==> src/rtl/tabla_verdad_pkg.sv <==
`default_nettype none
// ============================================================================
//  Module  : tabla_verdad_pkg
//  Purpose : Shared types and constants for the exhaustive truth-table
//            equivalence checker (tabla_verdad_cmp and barrido_contador).
//  Contents: state_t      - checker FSM state encoding (IDLE/WAIT/SAMPLE/DONE)
//            c_SETTLE_W   - width of the settle down-counter (SETTLE <= 15)
//  Revision: 1.0 - initial release
// ============================================================================
package tabla_verdad_pkg;

  // Enough bits for the largest supported settle time (15 cycles).
  localparam int c_SETTLE_W = 4;

  typedef enum logic [1:0] {
    IDLE   = 2'd0,
    WAIT   = 2'd1,
    SAMPLE = 2'd2,
    DONE   = 2'd3
  } state_t;

endpackage : tabla_verdad_pkg
`default_nettype wire

==> src/rtl/tabla_verdad_cmp_barrido_contador.sv <==
`default_nettype none
// ============================================================================
//  Module  : barrido_contador
//  Purpose : Sweep sequencer for the truth-table checker. Holds the current
//            input vector and the settle down-counter that paces sampling.
//  Ports   : clk      in  1     rising-edge clock
//            reset    in  1     synchronous active-low reset
//            load     in  1     restart sweep: vector 0, settle reloaded
//            advance  in  1     step to next vector, settle reloaded
//            run      in  1     settle counter decrements while high
//            vec_out  out N_IN  current input vector
//            strike   out 1     settle time expires this cycle (sample next)
//            last     out 1     current vector is all ones
//  Revision: 1.0 - initial release
// ============================================================================
module barrido_contador
  import tabla_verdad_pkg::*;
#(
  parameter int N_IN   = 4,
  parameter int SETTLE = 1
) (
  input  logic            clk,
  input  logic            reset,
  input  logic            load,
  input  logic            advance,
  input  logic            run,
  output logic [N_IN-1:0] vec_out,
  output logic            strike,
  output logic            last
);

  localparam logic [c_SETTLE_W-1:0] c_SETTLE_INIT = c_SETTLE_W'(SETTLE);
  localparam logic [c_SETTLE_W-1:0] c_SETTLE_ONE  = c_SETTLE_W'(1);

  logic [N_IN-1:0]       r_vec;
  logic [c_SETTLE_W-1:0] r_settle;

  always_ff @(posedge clk) begin
    if (!reset) begin
      r_vec    <= '0;
      r_settle <= '0;
    end else if (load) begin
      r_vec    <= '0;
      r_settle <= c_SETTLE_INIT;
    end else if (advance) begin
      r_vec    <= r_vec + 1'b1;
      r_settle <= c_SETTLE_INIT;
    end else if (run && (r_settle != '0)) begin
      r_settle <= r_settle - 1'b1;
    end
  end

  // The counter holds SETTLE..1 across the WAIT cycles; reaching 1 means
  // this is the final wait cycle and the next one samples.
  assign strike  = run && (r_settle == c_SETTLE_ONE);
  assign last    = &r_vec;
  assign vec_out = r_vec;

endmodule : barrido_contador
`default_nettype wire

==> src/rtl/tabla_verdad_cmp.sv <==
`default_nettype none
// ============================================================================
//  Module  : tabla_verdad_cmp
//  Purpose : Exhaustive-sweep equivalence checker. Drives every input vector
//            0..2^N_IN-1 to two external implementations of the same
//            function, waits SETTLE cycles, compares their N_OUT outputs and
//            accumulates pass/fail statistics.
//  Ports   : clk              in  1       rising-edge clock
//            reset            in  1       synchronous active-low reset
//            start            in  1       begin a sweep (ignored while busy)
//            vec_out          out N_IN    vector driven to both functions
//            a_in             in  N_OUT   canonical implementation outputs
//            b_in             in  N_OUT   simplified implementation outputs
//            busy             out 1       sweep in progress
//            done             out 1       sweep finished (held)
//            pass             out 1       done with zero mismatches
//            err_count        out N_IN+1  vectors with any channel mismatch
//            first_err_valid  out 1       a mismatch has been recorded
//            first_err_vec    out N_IN    vector of the first mismatch
//            ch_fail          out N_OUT   sticky per-channel mismatch mask
//  Options : STOP_ON_ERR_EN - when defined, the first mismatching vector
//            ends the sweep immediately.
//  Revision: 1.0 - initial release
// ============================================================================
module tabla_verdad_cmp
  import tabla_verdad_pkg::*;
#(
  parameter int N_IN   = 4,
  parameter int N_OUT  = 3,
  parameter int SETTLE = 1
) (
  input  logic             clk,
  input  logic             reset,
  input  logic             start,
  output logic [N_IN-1:0]  vec_out,
  input  logic [N_OUT-1:0] a_in,
  input  logic [N_OUT-1:0] b_in,
  output logic             busy,
  output logic             done,
  output logic             pass,
  output logic [N_IN:0]    err_count,
  output logic             first_err_valid,
  output logic [N_IN-1:0]  first_err_vec,
  output logic [N_OUT-1:0] ch_fail
);

  // After loading or advancing, either settle first or sample directly.
  localparam state_t c_AFTER_STEP = (SETTLE == 0) ? SAMPLE : WAIT;

  state_t r_state;
  state_t w_state_n;

  logic w_load;
  logic w_advance;
  logic w_run;
  logic w_strike;
  logic w_last;

  logic [N_OUT-1:0] w_diff;
  logic             w_mismatch;
  logic [N_IN:0]    w_err_next;

  logic             r_pass;
  logic [N_IN:0]    r_err_count;
  logic             r_first_err_valid;
  logic [N_IN-1:0]  r_first_err_vec;
  logic [N_OUT-1:0] r_ch_fail;

  barrido_contador #(
    .N_IN   (N_IN),
    .SETTLE (SETTLE)
  ) u_barrido (
    .clk     (clk),
    .reset   (reset),
    .load    (w_load),
    .advance (w_advance),
    .run     (w_run),
    .vec_out (vec_out),
    .strike  (w_strike),
    .last    (w_last)
  );

  assign w_diff     = a_in ^ b_in;
  assign w_mismatch = (w_diff != '0);
  // err_count is N_IN+1 bits and counts at most 2^N_IN vectors: no wrap.
  assign w_err_next = r_err_count + {{N_IN{1'b0}}, w_mismatch};

  // --------------------------------------------------------------------------
  // FSM state register
  // --------------------------------------------------------------------------
  always_ff @(posedge clk) begin
    if (!reset) begin
      r_state <= IDLE;
    end else begin
      r_state <= w_state_n;
    end
  end

  // --------------------------------------------------------------------------
  // FSM next state and sequencer controls
  // --------------------------------------------------------------------------
  always_comb begin
    w_state_n = r_state;
    w_load    = 1'b0;
    w_advance = 1'b0;
    w_run     = 1'b0;
    case (r_state)
      IDLE, DONE: begin
        if (start) begin
          w_load    = 1'b1;
          w_state_n = c_AFTER_STEP;
        end
      end
      WAIT: begin
        w_run = 1'b1;
        if (w_strike) begin
          w_state_n = SAMPLE;
        end
      end
      SAMPLE: begin
`ifdef STOP_ON_ERR_EN
        if (w_mismatch || w_last) begin
          w_state_n = DONE;
        end else begin
          w_advance = 1'b1;
          w_state_n = c_AFTER_STEP;
        end
`else
        if (w_last) begin
          w_state_n = DONE;
        end else begin
          w_advance = 1'b1;
          w_state_n = c_AFTER_STEP;
        end
`endif
      end
      default: begin
        w_state_n = IDLE;
      end
    endcase
  end

  // --------------------------------------------------------------------------
  // Statistics. Cleared when a sweep is accepted; updated only in SAMPLE.
  // --------------------------------------------------------------------------
  always_ff @(posedge clk) begin
    if (!reset) begin
      r_pass            <= 1'b0;
      r_err_count       <= '0;
      r_first_err_valid <= 1'b0;
      r_first_err_vec   <= '0;
      r_ch_fail         <= '0;
    end else if (w_load) begin
      r_pass            <= 1'b0;
      r_err_count       <= '0;
      r_first_err_valid <= 1'b0;
      r_first_err_vec   <= '0;
      r_ch_fail         <= '0;
    end else if (r_state == SAMPLE) begin
      r_ch_fail   <= r_ch_fail | w_diff;
      r_err_count <= w_err_next;
      if (w_mismatch && !r_first_err_valid) begin
        r_first_err_valid <= 1'b1;
        r_first_err_vec   <= vec_out;
      end
      // pass becomes visible in the same cycle as done.
      if (w_state_n == DONE) begin
        r_pass <= (w_err_next == '0);
      end
    end
  end

  assign busy            = (r_state == WAIT) || (r_state == SAMPLE);
  assign done            = (r_state == DONE);
  assign pass            = r_pass;
  assign err_count       = r_err_count;
  assign first_err_valid = r_first_err_valid;
  assign first_err_vec   = r_first_err_vec;
  assign ch_fail         = r_ch_fail;

endmodule : tabla_verdad_cmp
`default_nettype wire

==> config.mk <==
export PLATFORM = sky130hd
export DESIGN_NAME = tabla_verdad_cmp
export DESIGN_NICKNAME = d
export VERILOG_FILES = /design/src/rtl/tabla_verdad_pkg.sv /design/src/rtl/tabla_verdad_cmp_barrido_contador.sv /design/src/rtl/tabla_verdad_cmp.sv
export SDC_FILE = /design/constraint.sdc
export NUM_CORES = 1
export LEC_CHECK = 0
export CAP_MARGIN = 40
export CORE_UTILIZATION = 51
export DETAILED_ROUTE_END_ITERATION = 7
export PLACE_DENSITY = 0.84
export SLEW_MARGIN = 20
export SYNTH_ARGS = -nofsm -noshare
export SYNTH_HDL_FRONTEND = slang
export SYNTH_HIERARCHICAL = 1
export SYNTH_SLANG_ARGS = --single-unit
==> constraint.sdc <==
create_clock -name clk -period 4.9 [get_ports clk]
set_input_delay 1.225 -clock clk [delete_from_list [all_inputs] [get_ports clk]]
set_output_delay 1.225 -clock clk [all_outputs]
set_load 0.005 [all_outputs]
==> metrics.yaml, run 1 <==
finish:
  instances_no_fill: 188
  layout-drive-gt1-share: 0.0438
  nets: 178
  antenna_cells: 0
  utilization: 0.697
  final_cell_area_um2: 1530
  area_growth_pct: 30.1
synth:
  ys_ff_latch: 24
  ys_types: 32
  ys_warn_count: 6
  synth_commonest_cells: "nor2_1, dfxtp_1, nand2_1"
  synth_top_area_share: 0.409
  synthCells: 130
  yosysTopAreaCell: "dfxtp_1"
  synth-seq-area-share: 0.409
  async_reset_ff_frac: 0
  synth-edff-count: 0
  netlist_area_um2: 1170
  avgSynthCellArea_um2: 9.03
  synth_nets: 147
  yosysMostFrequentCell: "nor2_1"
  synth_ff_type: "dfxtp_1"
  synth.area.top_cells: "dfxtp_1, nor2_1, ha_1, mux2i_1, xor2_1"
placement:
  placedCellCount: 184
  pre_cts_slack_ns: 1.62
  hpwl_um: 1830
  postPlaceCellArea_um2: 1470
  gp_congestion: 0.807
  io_buffers: 28
floorplan:
  row_count: 17
  die-height_um: 50.0
  die_area_um2: 2500
  start_util: 0.536
  design.core.area_um2: 2190
  fp.dieW_um: 50.0
  ios: 29
drt:
  drtIter0Drc: 16
  vias: 1023
  dr.pass1.iters: 4
  detail-route-antenna-nets: 0
  wl_per_cell_um: 12.8
  wirelength_um: 2420
  drc: 0
  routed_via_density: 5.44
clock_tree:
  clock_latency_ns: 0.32
  cts_tree: "done"
  cts.sinks: 24
  holdBufCountCts: 0
  ctsResizeCount: 0
  clk_pin_slew_worst_paths_ns: 0.13
  ctsHtreeMaxLevel: 1
  clk_path_buf_depth: 2
  root_buffer: "clkbuf_4"
  post_cts_buffers: 0
  numCtsBuffers: 3
worst_setup_path:
  cp-end-kind: "output port"
  crit_arrival_ns: 1.82
  reg2reg_slack_ns: 2.75
  required_ns: 3.67
  start_kind: "flop"
  crit_fanout: 6
  worstSetupPathType: "reg -> out"
timing:
  setup_tns_ns: 0
  finalHoldViolCount: 0
  worst_slew_pin_slew_ns: 0.540
  slew_viol_final: 0
  fmaxAchievable_mhz: 328
  period_minus_slack_ns: 3.05
  clock_skew_ns: 0.00744
  timing.final.crit_share: 0.622
  setup_viol: 0
  setup_slack_ns: 1.85
  rsz0062_at_grt: "false"
  slew_headroom: 0.640
  whs_ns: 0.495
power:
  vdd_drop_max_mv: 0.216
  power.total_mw: 0.405
  leakage_nw: 0.564
  p_per_area_nw_per_um2: 265
status:
  status: "completed"
grt:
  antenna_found_initial: 0
  track_usage: 0.218
  grt_pass1_wl_um: 4070
  grt_max_degree: 15
  grt-ovfl-total: 0
  grt_pass1_vias: 943
job:
  maxCapViolCount: 0
min_path:
  min_path_type: "reg -> reg"
==> per-layer routing <==
| layer | GRT usage | up-vias | share of wire |
|---|---|---|---|
| met5 | 0 | - | 0 |
| met4 | 0.114 | 0 | 0.017 |
| met3 | 0.0278 | 4 | 0.036 |
| met2 | 0.385 | 26 | 0.51 |
| met1 | 0.254 | 484 | 0.44 |
| li1 | - | 509 | - |
==> layout make-up <==
type	instances	area, um2
Tap cell	28	35.0
Fill cell	178	664
Inverter	7	26.3
Clock inverter	1	30.0
Clock buffer	3	22.5
Multi-Input combinational cell	97	652
Timing Repair Buffer	28	280
Sequential cell	24	480
==> registers in the layout, indices dropped and copies added, names as in the netlist <==
register            flops
u_barrido/r_settle      4
r_state                 2
first_err_vec           4
ch_fail                 3
err_count               5
first_err_valid         1
u_barrido/vec_out       4
pass                    1
==> worst paths after layout <==
| path | from | to | depth (start not counted) |
|---|---|---|---|
| min reg2reg | ch_fail[0]$_SDFFE_PP0N_ | ch_fail[0]$_SDFFE_PP0N_ | 2 |
| max | r_state[0]$_SDFF_PN0_ | busy | 4 |
| min | ch_fail[0]$_SDFFE_PP0N_ | ch_fail[0]$_SDFFE_PP0N_ | 2 |
| max reg2reg | r_state[0]$_SDFF_PN0_ | pass$_SDFFE_PP0P_ | 6 |
==> kinds of logic after synthesis <==
| logic type | count (synthesis) | synth area share |
|---|---|---|
| flops | 24 | 0.409 |
| xor+xnor | 9 | 0.0672 |
| mux | 8 | 0.0682 |
| compound gates | 16 | 0.106 |
| simple gates | 56 | 0.229 |
| fa+ha+maj | 8 | 0.0853 |
| buf+inv | 9 | 0.0352 |
==> where the power goes <==
part           internal, mW  switching (mW)
logic                0.0276          0.0313
clock network        0.0828          0.0599
registers             0.199         0.00446
total                 0.309          0.0957
==> cells in the final DEF (no fill, tap or decap), types with 3 or more instances in the layout <==
cell type and instances:
dfxtp_1 24, nand2b_1 3, clkbuf_4 3, mux2i_1 8
xor2_1 5, nand2_1 9, ha_1 8, nor2_1 28
xnor2_1 4, nand4_1 4, inv_1 6, clkdlybuf4s50_1 28
a21oi_1 6
==> worst max-delay path: stages (launching register included) <==
cell and delay (ns):
dfxtp_1 0.45, inv_1 0.07, ha_1 0.35, inv_1 0.13, clkdlybuf4s50_1 0.52
Note: power is estimated with default switching activity, not from simulation.
==> inputs of run 2 (changes only) <==
--- a/config.mk
+++ b/config.mk
@@ -6,9 +6,9 @@
 export NUM_CORES = 1
 export LEC_CHECK = 0
 export CAP_MARGIN = 40
-export CORE_UTILIZATION = 51
+export CORE_UTILIZATION = 48
 export DETAILED_ROUTE_END_ITERATION = 7
-export PLACE_DENSITY = 0.84
+export PLACE_DENSITY = 0.8
 export SLEW_MARGIN = 20
 export SYNTH_ARGS = -nofsm -noshare
 export SYNTH_HDL_FRONTEND = slang
==> constraint.sdc (replaced) <==
create_clock -name clk -period 3.1 [get_ports clk]
set_input_delay 0.775 -clock clk [delete_from_list [all_inputs] [get_ports clk]]
set_output_delay 0.775 -clock clk [all_outputs]
set_load 0.005 [all_outputs]
==> run 2 against run 1 <==
  * Register-to-register slack worse by 1.8 ns
  * Clock power down 8%
  * Non-clock buffer count unchanged
  * Final area down 2.0%
  * Die area up 6.0%
  * Setup slack worse by 1.3 ns
  * Routed wire length down 0.46%
  * Critical endpoint unchanged
==> metrics.yaml, run 2 (synthesis gave the netlist of run 1 again) <==
job:
  maxCapViolCount: 0
finish:
  final_cell_area_um2: 1500
  fillers: 209
  instances_no_fill: 187
  final_cell_mix: "nor2_1, clkdlybuf4s50_1, dfxtp_1"
  multi_input_area_um2: 652
  nets: 178
  largest_reg_flops: 5
  area_growth_pct: 27.5
  layout-drive-gt1-share: 0.0377
  ff_latch_area_um2: 480
  antenna_cells: 0
floorplan:
  row_count: 17
  die_area_um2: 2650
  start_util: 0.521
  ios: 29
  die-height_um: 51.4
  design.core.area_um2: 2250
  fp.dieW_um: 51.4
drt:
  met1_length_um: 1170
  drtIter0Drc: 15
  wirelength_um: 2400
  drc: 0
  dr.pass1.iters: 4
  vias: 982
  dr.max_layer_used: "met4"
  wl_per_cell_um: 12.9
  detail-route-antenna-nets: 0
  dr_wl_met2_um: 1150
  routed_via_density: 5.25
  wl_met3_um: 61
worst_setup_path:
  cp.depth: 4
  worstSetupPathType: "reg -> out"
  cp-end-kind: "output port"
  crit_family: "buffers and inverters"
  reg2reg_depth: 6
  reg2reg_slack_ns: 0.98
  crit_fanout: 6
  worstSetupEndpoint: "busy"
  r2r_start: "r_state[0]$_SDFF_PN0_"
  cpMostUsedCell: "inv_1"
  regToRegEndpoint: "pass$_SDFFE_PP0P_"
  crit_arrival_ns: 1.80
  critPathBufInv: 3
  path_cells: "inv_1, ha_1, inv_1, clkdlybuf4s50_1"
  start_kind: "flop"
  crit_slowest_cell: "clkdlybuf4s50_1"
  critPathMaxStageDelay_ns: 0.50
  required_ns: 2.32
  crit_start: "r_state[0]$_SDFF_PN0_"
grt:
  track_usage: 0.207
  grt_pass1_vias: 990
  grt_pass1_wl_um: 4150
  grt_max_degree: 15
  antenna_found_initial: 0
  grt-ovfl-total: 0
placement:
  placedCellCount: 184
  pre_cts_slack_ns: 0.283
  io_buffers: 28
  hpwl_um: 1860
  postPlaceCellArea_um2: 1470
  gp_congestion: 0.791
clock_tree:
  clk_pin_slew_worst_paths_ns: 0.13
  cts_tree: "done"
  cts.sinks: 24
  ctsResizeCount: 0
  clock_latency_ns: 0.30
  numCtsBuffers: 3
  ctsHtreeMaxLevel: 1
  root_buffer: "clkbuf_4"
  clk_path_buf_depth: 2
  post_cts_buffers: 0
  holdBufCountCts: 0
timing:
  period_minus_slack_ns: 2.57
  setup_tns_ns: 0
  timing.final.crit_share: 0.830
  finalHoldViolCount: 0
  clock_skew_ns: 0.00513
  setup_viol: 0
  worst_slew_pin_slew_ns: 0.540
  setup_slack_ns: 0.528
  fmaxAchievable_mhz: 389
  rsz0062_at_grt: "false"
  slew_viol_final: 0
  slew_headroom: 0.640
power:
  leakage_nw: 0.550
  power.total_mw: 0.546
  vdd_drop_max_mv: 0.242
  p_per_area_nw_per_um2: 365
min_path:
  holdCritStartpoint: "ch_fail[0]$_SDFFE_PP0N_"
  min_path_type: "reg -> reg"
status:
  status: "completed"
run 2: cell types whose count changed in the layout (fill, tap and decap cells not counted), sizes merged:
cell	before	now
bufinv	1	0
run 2: cell type report:
type	count	area share
Multi-Input combinational cell	97	0.436
Clock buffer	3	0.0151
Tap cell	28	0.0234
Timing Repair Buffer	28	0.187
Sequential cell	24	0.321
Inverter	7	0.0176
run 2: worst min-delay path by stage:
stage | endpoint | depth (start not counted)
floorplan | pass$_SDFFE_PP0P_ | 2
global placement | ch_fail[0]$_SDFFE_PP0N_ | 2
global route | pass$_SDFFE_PP0P_ | 2
CTS | ch_fail[0]$_SDFFE_PP0N_ | 2
detailed placement | ch_fail[0]$_SDFFE_PP0N_ | 2
finish | ch_fail[0]$_SDFFE_PP0N_ | 2
run 2: routing by layer:
layer  track usage  vias to the layer above
met5             0                        -
met4        0.0631                        0
met3        0.0387                        4
met2         0.377                       20
met1         0.243                      453
li1              -                      505
run 2: report_power, final:
group	internal, mW	total [mW]	switching, mW
sequential	0.314	0.321	0.00695
combinational	0.0437	0.0921	0.0484
clock	0.0453	0.132	0.0872
run 2: tightest hold or removal path: cells and delay by family (launching register included):
family	cells	cell delay [ns]
flip-flops	1	0.35
AND/OR/NAND/NOR	2	0.12
run 2: per-stage QoR:
step	hold slack [ns]	util
floorplan	0.463	-
global placement	0.453	0.654
detailed placement	0.464	0.654
CTS	0.495	0.664
global route	0.526	0.664
finish	0.493	0.664
==> inputs of run 3 (changes only) <==
==> constraint.sdc (replaced) <==
create_clock -name clk -period 2.4 [get_ports clk]
set_input_delay 0.6 -clock clk [delete_from_list [all_inputs] [get_ports clk]]
set_output_delay 0.6 -clock clk [all_outputs]
set_load 0.005 [all_outputs]
==> run 3 against run 2 <==
  * Register-to-register slack worse by 0.43 ns
  * Sequential share of layout area is 1.1 points lower
  * Global-route usage is 0.70 points higher
  * Routed wire length is 0.71% higher
  * Highest routed layer unchanged
  * Non-clock buffer count is 4 higher
==> metrics.yaml, run 3 (synthesis gave the netlist of run 1 again) <==
status:
  status: "completed"
timing:
  fmaxAchievable_mhz: 436
  setup_viol: 0
  period_minus_slack_ns: 2.29
  slew_headroom: 0.630
  slew_viol_final: 0
  whs_ns: 0.486
  rsz0062_at_grt: "false"
  worst_slew_pin_slew_ns: 0.554
  clock_skew_ns: 0.00121
  setup_slack_ns: 0.106
  setup_tns_ns: 0
  timing.final.crit_share: 0.956
  finalHoldViolCount: 0
power:
  netSwitchingFraction: 0.234
  seq_power_share: 0.497
  clockPowerShare: 0.347
  combPwrFrac: 0.156
  leakage_nw: 0.582
  p_switching_mw: 0.196
  p_int_mw: 0.641
  p_per_area_nw_per_um2: 536
  vdd_drop_max_mv: 0.577
  power.total_mw: 0.837
floorplan:
  ios: 29
  start_util: 0.521
  row_count: 17
  fp.dieW_um: 51.4
  die_area_um2: 2650
  design.core.area_um2: 2250
  die-height_um: 51.4
worst_setup_path:
  r2r_start: "r_state[1]$_SDFF_PN0_"
  crit_arrival_ns: 1.69
  cp-end-kind: "output port"
  reg2reg_depth: 6
  worstSetupPathType: "reg -> out"
  start_kind: "flop"
  regToRegEndpoint: "u_barrido/vec_out[3]$_SDFFE_PP0P_"
  crit_fanout: 6
  required_ns: 1.80
  reg2reg_slack_ns: 0.55
placement:
  postPlaceCellArea_um2: 1500
  hpwl_um: 1840
  pre_cts_slack_ns: 0.00179
  gp_congestion: 0.786
  placedCellCount: 188
  io_buffers: 28
drt:
  vias: 1024
  detail-route-antenna-nets: 0
  drtIter0Drc: 22
  wirelength_um: 2420
  drc: 0
  dr.pass1.iters: 4
  routed_via_density: 5.33
  wl_per_cell_um: 12.6
finish:
  final_cell_area_um2: 1560
  fillers: 194
  instances_no_fill: 192
  utilization: 0.692
  multi_input_area_um2: 652
  antenna_cells: 0
  layout-drive-gt1-share: 0.0793
  final_cell_mix: "nor2_1, clkdlybuf4s50_1, dfxtp_1"
  largest_reg_flops: 5
  area_growth_pct: 32.9
  ff_latch_area_um2: 484
  nets: 182
clock_tree:
  clk_pin_slew_worst_paths_ns: 0.13
  cts.sinks: 24
  holdBufCountCts: 0
  root_buffer: "clkbuf_4"
  numCtsBuffers: 3
  ctsHtreeMaxLevel: 1
  clk_path_buf_depth: 2
  cts_tree: "done"
  clock_latency_ns: 0.31
min_path:
  min_path_type: "reg -> reg"
  holdCritStartpoint: "pass$_SDFFE_PP0P_"
  min_to: "pass$_SDFFE_PP0P_"
  holdPathStages: 2
grt:
  grt_pass1_wl_um: 4260
  use_met2: 0.381
  use_met3: 0.0655
  antenna_found_initial: 0
  grt_pass1_vias: 998
  track_usage: 0.214
  busiest_layer: "met2"
  grt.met1_usage: 0.249
  grt-ovfl-total: 0
  grt_max_degree: 15
job:
  maxCapViolCount: 0
-- run 3: changes by cell type in the layout (fill, tap and decap cells not counted) --
| cell | before | now |
|---|---|---|
| inv_1 | 6 | 5 |
| inv_2 | 1 | 2 |
| dfxtp_1 | 24 | 23 |
| bufinv_16 | 0 | 1 |
| buf_4 | 0 | 4 |
| dfxtp_4 | 0 | 1 |
-- run 3: timing repair --
item | CTS | global route
endpoints found under the hold margin | 0 | 0
setup buffers | 0 | 0
resized for setup | 1 | 2
endpoints found under the setup margin | 1 | 1
-- run 3: power by group through the flow --
stage	sequential (mW)	clock (mW)	combinational, mW
6_report	0.416	0.290	0.130
5_1_grt	0.419	0.314	0.145
4_1_cts	0.416	0.296	0.129
3_5_place_dp	0.424	0	0.128
3_3_place_gp	0.424	0	0.124
2_1_floorplan	0.422	0	0.0821
-- run 3: metal layers --
metal | part of all wire | vias to the layer above
met1 | 0.45 | 477
met2 | 0.50 | 22
met4 | 0.0054 | 0
met3 | 0.040 | 2
li1 | - | 523
met5 | 0 | -
-- run 3: cell type report --
class,count,share of cell area
sequential,24,0.310
timing repair buffer,32,0.199
inverter,7,0.0168
multi-input combinational,97,0.418
clock inverter,1,0.0192
tap,28,0.0225
clock buffer,3,0.0144
-- run 3: worst max-delay path by stage --
stage                                      from  cells after the start                end
after global placement                  b_in[0]                      8  pass$_SDFFE_PP0P_
after CTS                 r_state[0]$_SDFF_PN0_                      4               busy
after global routing      r_state[0]$_SDFF_PN0_                      4               busy
after floorplan                         b_in[2]                      7  pass$_SDFFE_PP0P_
after detailed placement                b_in[2]                      8  pass$_SDFFE_PP0P_
final                     r_state[0]$_SDFF_PN0_                      4               busy
-- run 3: critical path: stages (launching register included) --
cell             delay [ns]
dfxtp_4                0.40
inv_1                  0.05
ha_1                   0.35
inv_2                  0.09
clkdlybuf4s50_1        0.50
